==> src/rtl/event_readout_ctrl.sv <==
// Event readout controller.
// Accepts an event from the sampler over the event_ready/event_saved handshake,
// latches the payload locally and streams it out as a framed 32-bit
// AXI-Stream packet: header, timestamp, channel data words, trailer.
// While disabled, events are still acknowledged and counted as dropped so
// the sampler never stalls.
//
// Ports:
//   clk, aresetn       clock, asynchronous active-low reset
//   enable             readout enable, sampled only in IDLE
//   event_ready        sampler has a valid event held on evento
//   evento             event payload, CHANNELS x SAMPLES bits
//   event_saved        one-cycle acknowledge back to the sampler
//   m_tdata/m_tvalid/m_tready/m_tlast   AXI-Stream master
//   event_count        packets fully transmitted (wraps)
//   dropped_count      events acknowledged while disabled (saturates)
//   busy               high whenever the controller is not idle
module event_readout_ctrl #(
    parameter int unsigned CHANNELS = 16,
    parameter int unsigned SAMPLES  = 64
) (
    input  logic                              clk,
    input  logic                              aresetn,
    input  logic                              enable,
    input  logic                              event_ready,
    input  logic [CHANNELS-1:0][SAMPLES-1:0]  evento,
    output logic                              event_saved,
    output logic [31:0]                       m_tdata,
    output logic                              m_tvalid,
    input  logic                              m_tready,
    output logic                              m_tlast,
    output logic [23:0]                       event_count,
    output logic [15:0]                       dropped_count,
    output logic                              busy
);

    localparam int unsigned WORDS_PER_CH = SAMPLES / 32;
    localparam int unsigned DATA_WORDS   = CHANNELS * WORDS_PER_CH;
    localparam int unsigned IDX_W        = (DATA_WORDS > 1) ? $clog2(DATA_WORDS) : 1;
    localparam int unsigned BUF_W        = CHANNELS * SAMPLES;
    localparam logic [IDX_W-1:0] LAST_IDX = IDX_W'(DATA_WORDS - 1);

    typedef enum logic [2:0] {
        S_IDLE,
        S_ACK,
        S_DROP,
        S_HEADER,
        S_TSTAMP,
        S_DATA,
        S_TRAILER
    } state_t;

    state_t              state_q;
    logic [BUF_W-1:0]    buf_q;
    logic [31:0]         ts_cnt_q;
    logic [31:0]         ts_q;
    logic [CHANNELS-1:0] hit_q;
    logic [IDX_W-1:0]    idx_q;
    logic                saved_q;
    logic                tvalid_q;
    logic                tlast_q;
    logic [31:0]         tdata_q;
    logic [23:0]         evcnt_q;
    logic [15:0]         dropcnt_q;
    logic                busy_q;

    logic [CHANNELS-1:0] hit_d;
    logic [IDX_W-1:0]    sel_d;
    logic [IDX_W+4:0]    base_d;
    logic [31:0]         word_d;
    logic                hs_c;

    // Free-running cycle counter used as the event timestamp
    always_ff @(posedge clk or negedge aresetn) begin
        if (!aresetn) begin
            ts_cnt_q <= 32'd0;
        end else begin
            ts_cnt_q <= ts_cnt_q + 32'd1;
        end
    end

    // Per-channel hit flag: any nonzero sample bit in the channel
    always_comb begin
        hit_d = '0;
        for (int c = 0; c < int'(CHANNELS); c++) begin
            hit_d[c] = |evento[c];
        end
    end

    // Next data word to load into m_tdata. The buffer is laid out so that
    // data word i sits at bits [32*i +: 32] (channel-major, low half first).
    always_comb begin
        sel_d  = '0;
        if (state_q == S_DATA) begin
            sel_d = idx_q + IDX_W'(1);
        end
        base_d = {sel_d, 5'b00000};
        word_d = buf_q[base_d +: 32];
    end

    // m_tvalid is registered, so a transfer completes when the sink is ready
    assign hs_c = tvalid_q && m_tready;

    // Control FSM; all outputs are loaded together with the state transition
    always_ff @(posedge clk or negedge aresetn) begin
        if (!aresetn) begin
            state_q   <= S_IDLE;
            buf_q     <= '0;
            ts_q      <= 32'd0;
            hit_q     <= '0;
            idx_q     <= '0;
            saved_q   <= 1'b0;
            tvalid_q  <= 1'b0;
            tlast_q   <= 1'b0;
            tdata_q   <= 32'd0;
            evcnt_q   <= 24'd0;
            dropcnt_q <= 16'd0;
            busy_q    <= 1'b0;
        end else begin
            saved_q <= 1'b0;
            unique case (state_q)
                S_IDLE: begin
                    if (event_ready) begin
                        saved_q <= 1'b1;
                        busy_q  <= 1'b1;
                        if (enable) begin
                            buf_q   <= evento;
                            ts_q    <= ts_cnt_q;
                            hit_q   <= hit_d;
                            state_q <= S_ACK;
                        end else begin
                            state_q <= S_DROP;
                        end
                    end
                end
                S_ACK: begin
                    state_q  <= S_HEADER;
                    tvalid_q <= 1'b1;
                    tdata_q  <= {8'hA5, evcnt_q};
                end
                S_DROP: begin
                    state_q <= S_IDLE;
                    busy_q  <= 1'b0;
                    if (dropcnt_q != 16'hFFFF) begin
                        dropcnt_q <= dropcnt_q + 16'd1;
                    end
                end
                S_HEADER: begin
                    if (hs_c) begin
                        state_q <= S_TSTAMP;
                        tdata_q <= ts_q;
                    end
                end
                S_TSTAMP: begin
                    if (hs_c) begin
                        state_q <= S_DATA;
                        idx_q   <= '0;
                        tdata_q <= word_d;
                    end
                end
                S_DATA: begin
                    if (hs_c) begin
                        if (idx_q == LAST_IDX) begin
                            state_q <= S_TRAILER;
                            tlast_q <= 1'b1;
                            tdata_q <= {8'h5A, 8'h00, 16'(hit_q)};
                        end else begin
                            idx_q   <= idx_q + IDX_W'(1);
                            tdata_q <= word_d;
                        end
                    end
                end
                S_TRAILER: begin
                    if (hs_c) begin
                        state_q  <= S_IDLE;
                        tvalid_q <= 1'b0;
                        tlast_q  <= 1'b0;
                        tdata_q  <= 32'd0;
                        busy_q   <= 1'b0;
                        evcnt_q  <= evcnt_q + 24'd1;
                    end
                end
                default: begin
                    state_q  <= S_IDLE;
                    tvalid_q <= 1'b0;
                    tlast_q  <= 1'b0;
                    busy_q   <= 1'b0;
                end
            endcase
        end
    end

    assign event_saved   = saved_q;
    assign m_tdata       = tdata_q;
    assign m_tvalid      = tvalid_q;
    assign m_tlast       = tlast_q;
    assign event_count   = evcnt_q;
    assign dropped_count = dropcnt_q;
    assign busy          = busy_q;

endmodule

==> config.mk <==
export PLATFORM = sky130hd
export DESIGN_NAME = event_readout_ctrl
export DESIGN_NICKNAME = d
export VERILOG_FILES = /design/src/rtl/event_readout_ctrl.sv
export SDC_FILE = /design/constraint.sdc
export NUM_CORES = 2
export LEC_CHECK = 0
export BUFFER_PORTS_ARGS = -buffer_cell sky130_fd_sc_hd__buf_2
export CAP_MARGIN = 20
export CORE_AREA = 2 2 428 430
export CTS_CLUSTER_SIZE = 24
export DETAILED_ROUTE_END_ITERATION = 7
export DIE_AREA = 0 0 430 432
export GPL_ROUTABILITY_DRIVEN = 0
export PLACE_DENSITY = 0.6
export SETUP_SLACK_MARGIN = 0.1
export SYNTH_ARGS = -nofsm -noshare
export SYNTH_HDL_FRONTEND = slang
export SYNTH_SLANG_ARGS = --single-unit
==> constraint.sdc <==
create_clock -name clk -period 5.6 [get_ports clk]
set_input_delay 0.28 -clock clk [delete_from_list [all_inputs] [get_ports clk]]
set_output_delay 0.28 -clock clk [all_outputs]
set_load 0.01 [all_outputs]
---- Word level (Yosys, flattened, before mapping) ----
Cells that the tools add are included.
storage, ports and cells
  bits in registers ....................... 1188
  output and inout port bits .............. 76
  word-level logic and storage cells ...... 96
operators by class
  $add $sub $neg .......................... 4
  eq/ne operators ......................... 15
  shift-type cells ........................ 1
  multiplexer cells ....................... 28
  bitwise operators ....................... 3
  reductions and logical operators ........ 32
operators with widths
  kind                   count
  $reduce_or 64->1       16
  $shiftx 1024x11->32    1
  $mux 32                5
  $pmux 32 s5            1
  $add 32x1->32 const B  1
  $add 24x1->24 const B  1
  $mux 5                 4
  $mux 3                 6
  $pmux 3 s6             1
  $add 16x1->16 const B  1
  $ne 16x16->1 const B   1
  $ne 2x2->1 const B     6
  $pmux 5 s2             1
  $reduce_or 5->1        2
  $eq 3x3->1 const B     3
  $pmux 1 s3             3
  $reduce_and 4->1       2
  $eq 3x2->1 const B     2
  $mux 1                 6
  $reduce_and 2->1       3
  $reduce_and 3->1       2
  $reduce_and 6->1       1
  $add 5x1->5 const B    1
  $eq 5x5->1 const B     1
  other kinds (10)       12

---- Logic depth before layout (Yosys ltp) ----
  depth in word-level cells ............... 6
  mapped depth ............................ 11

---- Worst setup path after synthesis ----
OpenSTA, ideal clock, no wires.
  path kind ............................... flip-flop to flip-flop
  start point ............................. reg idx_q[0]
  end point ............................... reg tdata_q[10], in the netlist m_tdata[10]
  arrival time ............................ 2598 ps
  data required time ...................... 5476 ps
  setup slack ............................. 2878 ps
  stages on the path, launching flop included .. 11
  path buffers ............................ 2
  period minus slack after synthesis ...... 2722 ps
  cell sequence ........................... dfrtp_1 ha_1 and3_1 ha_1 clkbuf_1 nor3_1 buf_2 a21oi_1 a222oi_1 nor2_1 a211o_1
between the ends
  word-level cells in the longest chain between the ends .. 6
  elaborated cells on any way between the ends .. 8
  those cells by class .................... add/sub: 1; eq/ne: 1; shift: 1; mux: 5
ends and longest elaborated chain
  what                    RTL line  source
  start, declared         58        logic [IDX_W-1:0] idx_q;
  start signal, assigned  168       idx_q <= idx_q + IDX_W'(1);
  $add 5x1->5             95        sel_d = idx_q + IDX_W'(1);
  $mux 5                  94        if (state_q == S_DATA) begin
  $shiftx 1024x11->32     98        word_d = buf_q[base_d +: 32];
  $mux 32                 163       if (idx_q == LAST_IDX) begin
  $mux 32                 162       if (hs_c) begin
  $pmux 32 s5 *           121       unique case (state_q)
  end signal, assigned    158       tdata_q <= word_d;
  end signal, assigned    166       tdata_q <= {8'h5A, 8'h00, 16'(hit_q)};
  end signal, assigned    169       tdata_q <= word_d;
  end, declared           62        logic [31:0] tdata_q;
Mark *: on every way between the ends. The rest lies on a longest branch, timed or not. The select of a mux whose other input is x is not followed.
A chain may end at the register's enable or synchronous reset.

---- Final worst setup path ----
  start point ............................. reg state_q[0]
  end point ............................... reg tdata_q[7], in the netlist m_tdata[7]
between the ends
  word-level cells in the longest chain between the ends .. 6
  elaborated cells on any way between the ends .. 17
  those cells by class .................... eq/ne: 9; shift: 1; mux: 5; reduce/logical: 2
ends and longest elaborated chain
  what                    RTL line  source
  start, declared         53        state_t state_q;
  start signal, assigned  107       state_q <= S_IDLE;
  start signal, assigned  130       state_q <= S_ACK;
  start signal, assigned  132       state_q <= S_DROP;
  $eq 3x3->1              94, 121
  $mux 5                  94
  $shiftx 1024x11->32     98
  $mux 32                 163
  $mux 32                 162
  $pmux 32 s5             121
Parallel ways exist; a longest one is shown, timed or not. The select of a mux whose other input is x is not followed.

==> impl_metrics.ini <==
[placement]
dp_slack_ps = 1390
hpwl_mm = 233
io_buffers = 1104

[floorplanning]
io_pins = 1105
die-area_um2 = 186000
die_x_um = 430
coreArea_um2 = 182000
rows = 157
die_y_um = 432
initial_core_util_pct = 30.8

[setup_path]
critPathSlowestCell = a211oi_1
worst-path-buf-inv = 1
critPathKind = reg -> reg
start_kind = flop
crit_required_ps = 6300
cpLargestDelayFamily = compound AO/OA/AOI/OAI gates
crit_arrival_ps = 5060
critical_path.cell_chain = nand4bb_4 > buf_4 > a221oi_1 > a31oi_1 > a211oi_1 > a2111oi_0 > a211o_1
end_kind = flop
path_max_fanout = 43
max_stage_delay_ps = 1120

[power_and_ir_drop]
power_density_nw_per_um2 = 486
ir_worst_vdd_mv = 0.263
p_leak_uw = 0.0341

[logic_synthesis]
synth.distinct_cells = 62
synth_xor_area_share_pct = 1.13
synth_top_family_by_area = multiplexers
synth_most_common_cell = dfrtp_1
synth_area_per_cell_um2 = 12.7
muxShareOfSynthArea_pct = 25.1
synth-simple-area-share_pct = 7.48
synth.top_cell.area_share_pct = 53.1
synth-adder-area-share_pct = 0.112
synthesis.nets = 5434
postSynthCellCount = 4400
yosysWarnings = 0
yosys_most_used_dff = dfrtp_1
synth_edf_count = 0
syn_area_um2 = 56000
synth_compound_area_share_pct = 10.4
synthArstFlopShare_pct = 100
ys_top_cells_by_area = dfrtp_1 53%, mux2_2 21%, a221oi_1 3.3%
synth_top_area_cell = dfrtp_1
yosysSeqAreaShare_pct = 53.1
ys_ff_latch = 1188
ys_top_cells_by_count = 1188 x dfrtp_1, 1061 x mux2_2, 273 x nor4_1, 229 x nand2_1, 213 x a221oi_1

[timing]
rsz0062_at_grt = false
maxSlewViolCount = 0
hold_viol = 0
fin_tns_setup_ps = 0
tightestPinTransition_ps = 1290
setup_violations = 0
max_freq_mhz = 229
fin_crit_sh_pct = 77.9
relSlewSlack_pct = 13.3
clock_skew_ps = 50.2
worst_slack_ps = 1240
fin_crit_ps = 4360

[global_routing]
globalRouteOverflowTotal = 0
grt_max_degree = 171
grt_pass1_wl_mm = 428
antenna_found_initial = 134
grt_pass1_vias = 54900
grt_usage_pct = 32.8

[clock_network]
ctsLongestPathBuffers = 3
cts.sinks = 1188
cts_buffers = 141
cts_resized = 0
cts_tree = built
htreeDepth = 4
clk_latency_ps = 810
ctsHoldBuffers = 1028
root_buffer = clkbuf_16
postCtsSetupBuffers = 0
clkTransAtPathRegs_ps = 60

[finish]
syn_to_final_growth_pct = 42.3
nets = 7483
layout-drive-gt1-share_pct = 39.1

[route]
wl_per_cell_um = 34.8
dr_total_vias = 53800
vias_per_cell = 5.96
wl_mm = 314
drt_iter0_markers = 6494
ant_nets = 0
dr.pass1.iters = 8
drc = 67

[hold_path]
hold_class = in -> async

[outcome]
status = finished with violations
violations = DRC

[job]
drv_cap = 0
==> layout by cell type, fill, tap and decap left out, drive strengths merged, types with 9 or more instances in the layout <==
| master | netlist | final |
|---|---|---|
| a211oi | 122 | 122 |
| diode | 0 | 91 |
| a22oi | 44 | 44 |
| o32ai | 16 | 16 |
| a2bb2oi | 9 | 9 |
| o221ai | 18 | 18 |
| a31oi | 62 | 62 |
| and2 | 9 | 9 |
| clkbuf | 186 | 193 |
| a222oi | 15 | 15 |
| mux2 | 1061 | 1061 |
| mux2i | 117 | 117 |
| buf | 147 | 1211 |
| nor4 | 273 | 273 |
| or3 | 27 | 27 |
| nor2 | 71 | 71 |
| a211o | 16 | 16 |
| bufinv | 0 | 15 |
| a32o | 13 | 13 |
| a2111oi | 16 | 16 |
| mux4 | 42 | 42 |
| o211ai | 25 | 25 |
| a21o | 9 | 9 |
| o21ai | 76 | 76 |
| nand2 | 229 | 229 |
| nand3 | 42 | 42 |
| xor2 | 16 | 16 |
| a21oi | 84 | 84 |
| dfrtp | 1188 | 1188 |
| a221oi | 213 | 213 |
| nor3 | 11 | 11 |
| dlygate4sd3 | 0 | 1028 |
| and4 | 12 | 12 |
| xnor2 | 56 | 56 |
| clkinv | 0 | 35 |
| inv | 11 | 17 |
| and3 | 13 | 13 |
| o22ai | 17 | 17 |
| nand4 | 86 | 86 |
==> state kept, by name, summed over array words and instances (netlist names) <==
name           flops
event_saved        1
m_tvalid           1
busy               1
hit_q             16
event_count       24
ts_cnt_q          32
m_tlast            1
buf_q           1024
ts_q              32
dropped_count     16
state_q            3
idx_q              5
m_tdata           32
==> power breakdown <==
part	internal, uW	leakage, uW	switching [uW]
Sequential	12600	0.0144	3100
Combinational	6000	0.0173	7170
Clock	5820	0.00242	4040
==> layer usage <==
layer	vias to the layer above	wire, um	track usage, %
met3	1613	34300	12.8
met5	-	404	0.494
li1	21400	-	-
met2	3862	133000	47.6
met1	27000	118000	39.3
met4	50	27800	23.9
==> final timing paths <==
check | startpoint | endpoint | slack [ps] | cells past startpoint
max | state_q[0]$_DFFE_PN0P_ | m_tdata[7]$_DFFE_PN0P_ | 1240 | 7
min | aresetn | buf_q[912]$_DFFE_PN0P_ | 20 | 2
max reg2reg | state_q[0]$_DFFE_PN0P_ | m_tdata[7]$_DFFE_PN0P_ | 1240 | 7
min reg2reg | buf_q[405]$_DFFE_PN0P_ | buf_q[405]$_DFFE_PN0P_ | 500 | 1
max in group asynchronous | aresetn | buf_q[542]$_DFFE_PN0P_ | 3700 | 3
min in group clk | evento[721] | buf_q[721]$_DFFE_PN0P_ | 260 | 3
==> through the flow <==
stage / cell area [um^2] / hold slack (ps) / cells / total power [uW] / utilization (%)
6_report: 79700 / 18.3 / 9034 / 38700 / 43.9
5_1_grt: 79700 / 71.4 / 9009 / 40100 / 43.8
4_1_cts: 79500 / 136 / 8939 / 38300 / 43.7
3_5_place_dp: 64300 / 387 / 7659 / 27800 / 35.4
3_3_place_gp: 64200 / 377 / 7657 / 27600 / 35.4
2_1_floorplan: 56000 / -15.6 / 4400 / 21600 / -
==> layout make-up <==
type | count | area, um^2
fillers | 16400 | 102000
flip-flops and latches | 1188 | 29700
multi-input cells | 2868 | 24900
repair buffers | 2239 | 16900
clock buffers | 193 | 4070
well taps | 2385 | 2980
clock inverters | 59 | 846
diodes | 91 | 228
inverters | 11 | 48.8
==> cell families after synthesis <==
kind of cell | after synthesis
AO/OA/AOI/OAI | 781
adder cells (fa/ha/maj) | 5
AND/OR/NAND/NOR | 790
flip-flops | 1188
XOR/XNOR | 72
multiplexers | 1220
buffers and inverters | 344
==> worst reg2reg max path, cell delays in order, from the launching register on <==
cell	delay, ps
dfrtp_1	740
nand4bb_4	640
buf_4	560
a221oi_1	480
a31oi_1	180
a211oi_1	1120
a2111oi_0	170
a211o_1	360
(Power assumes the default switching activity.)
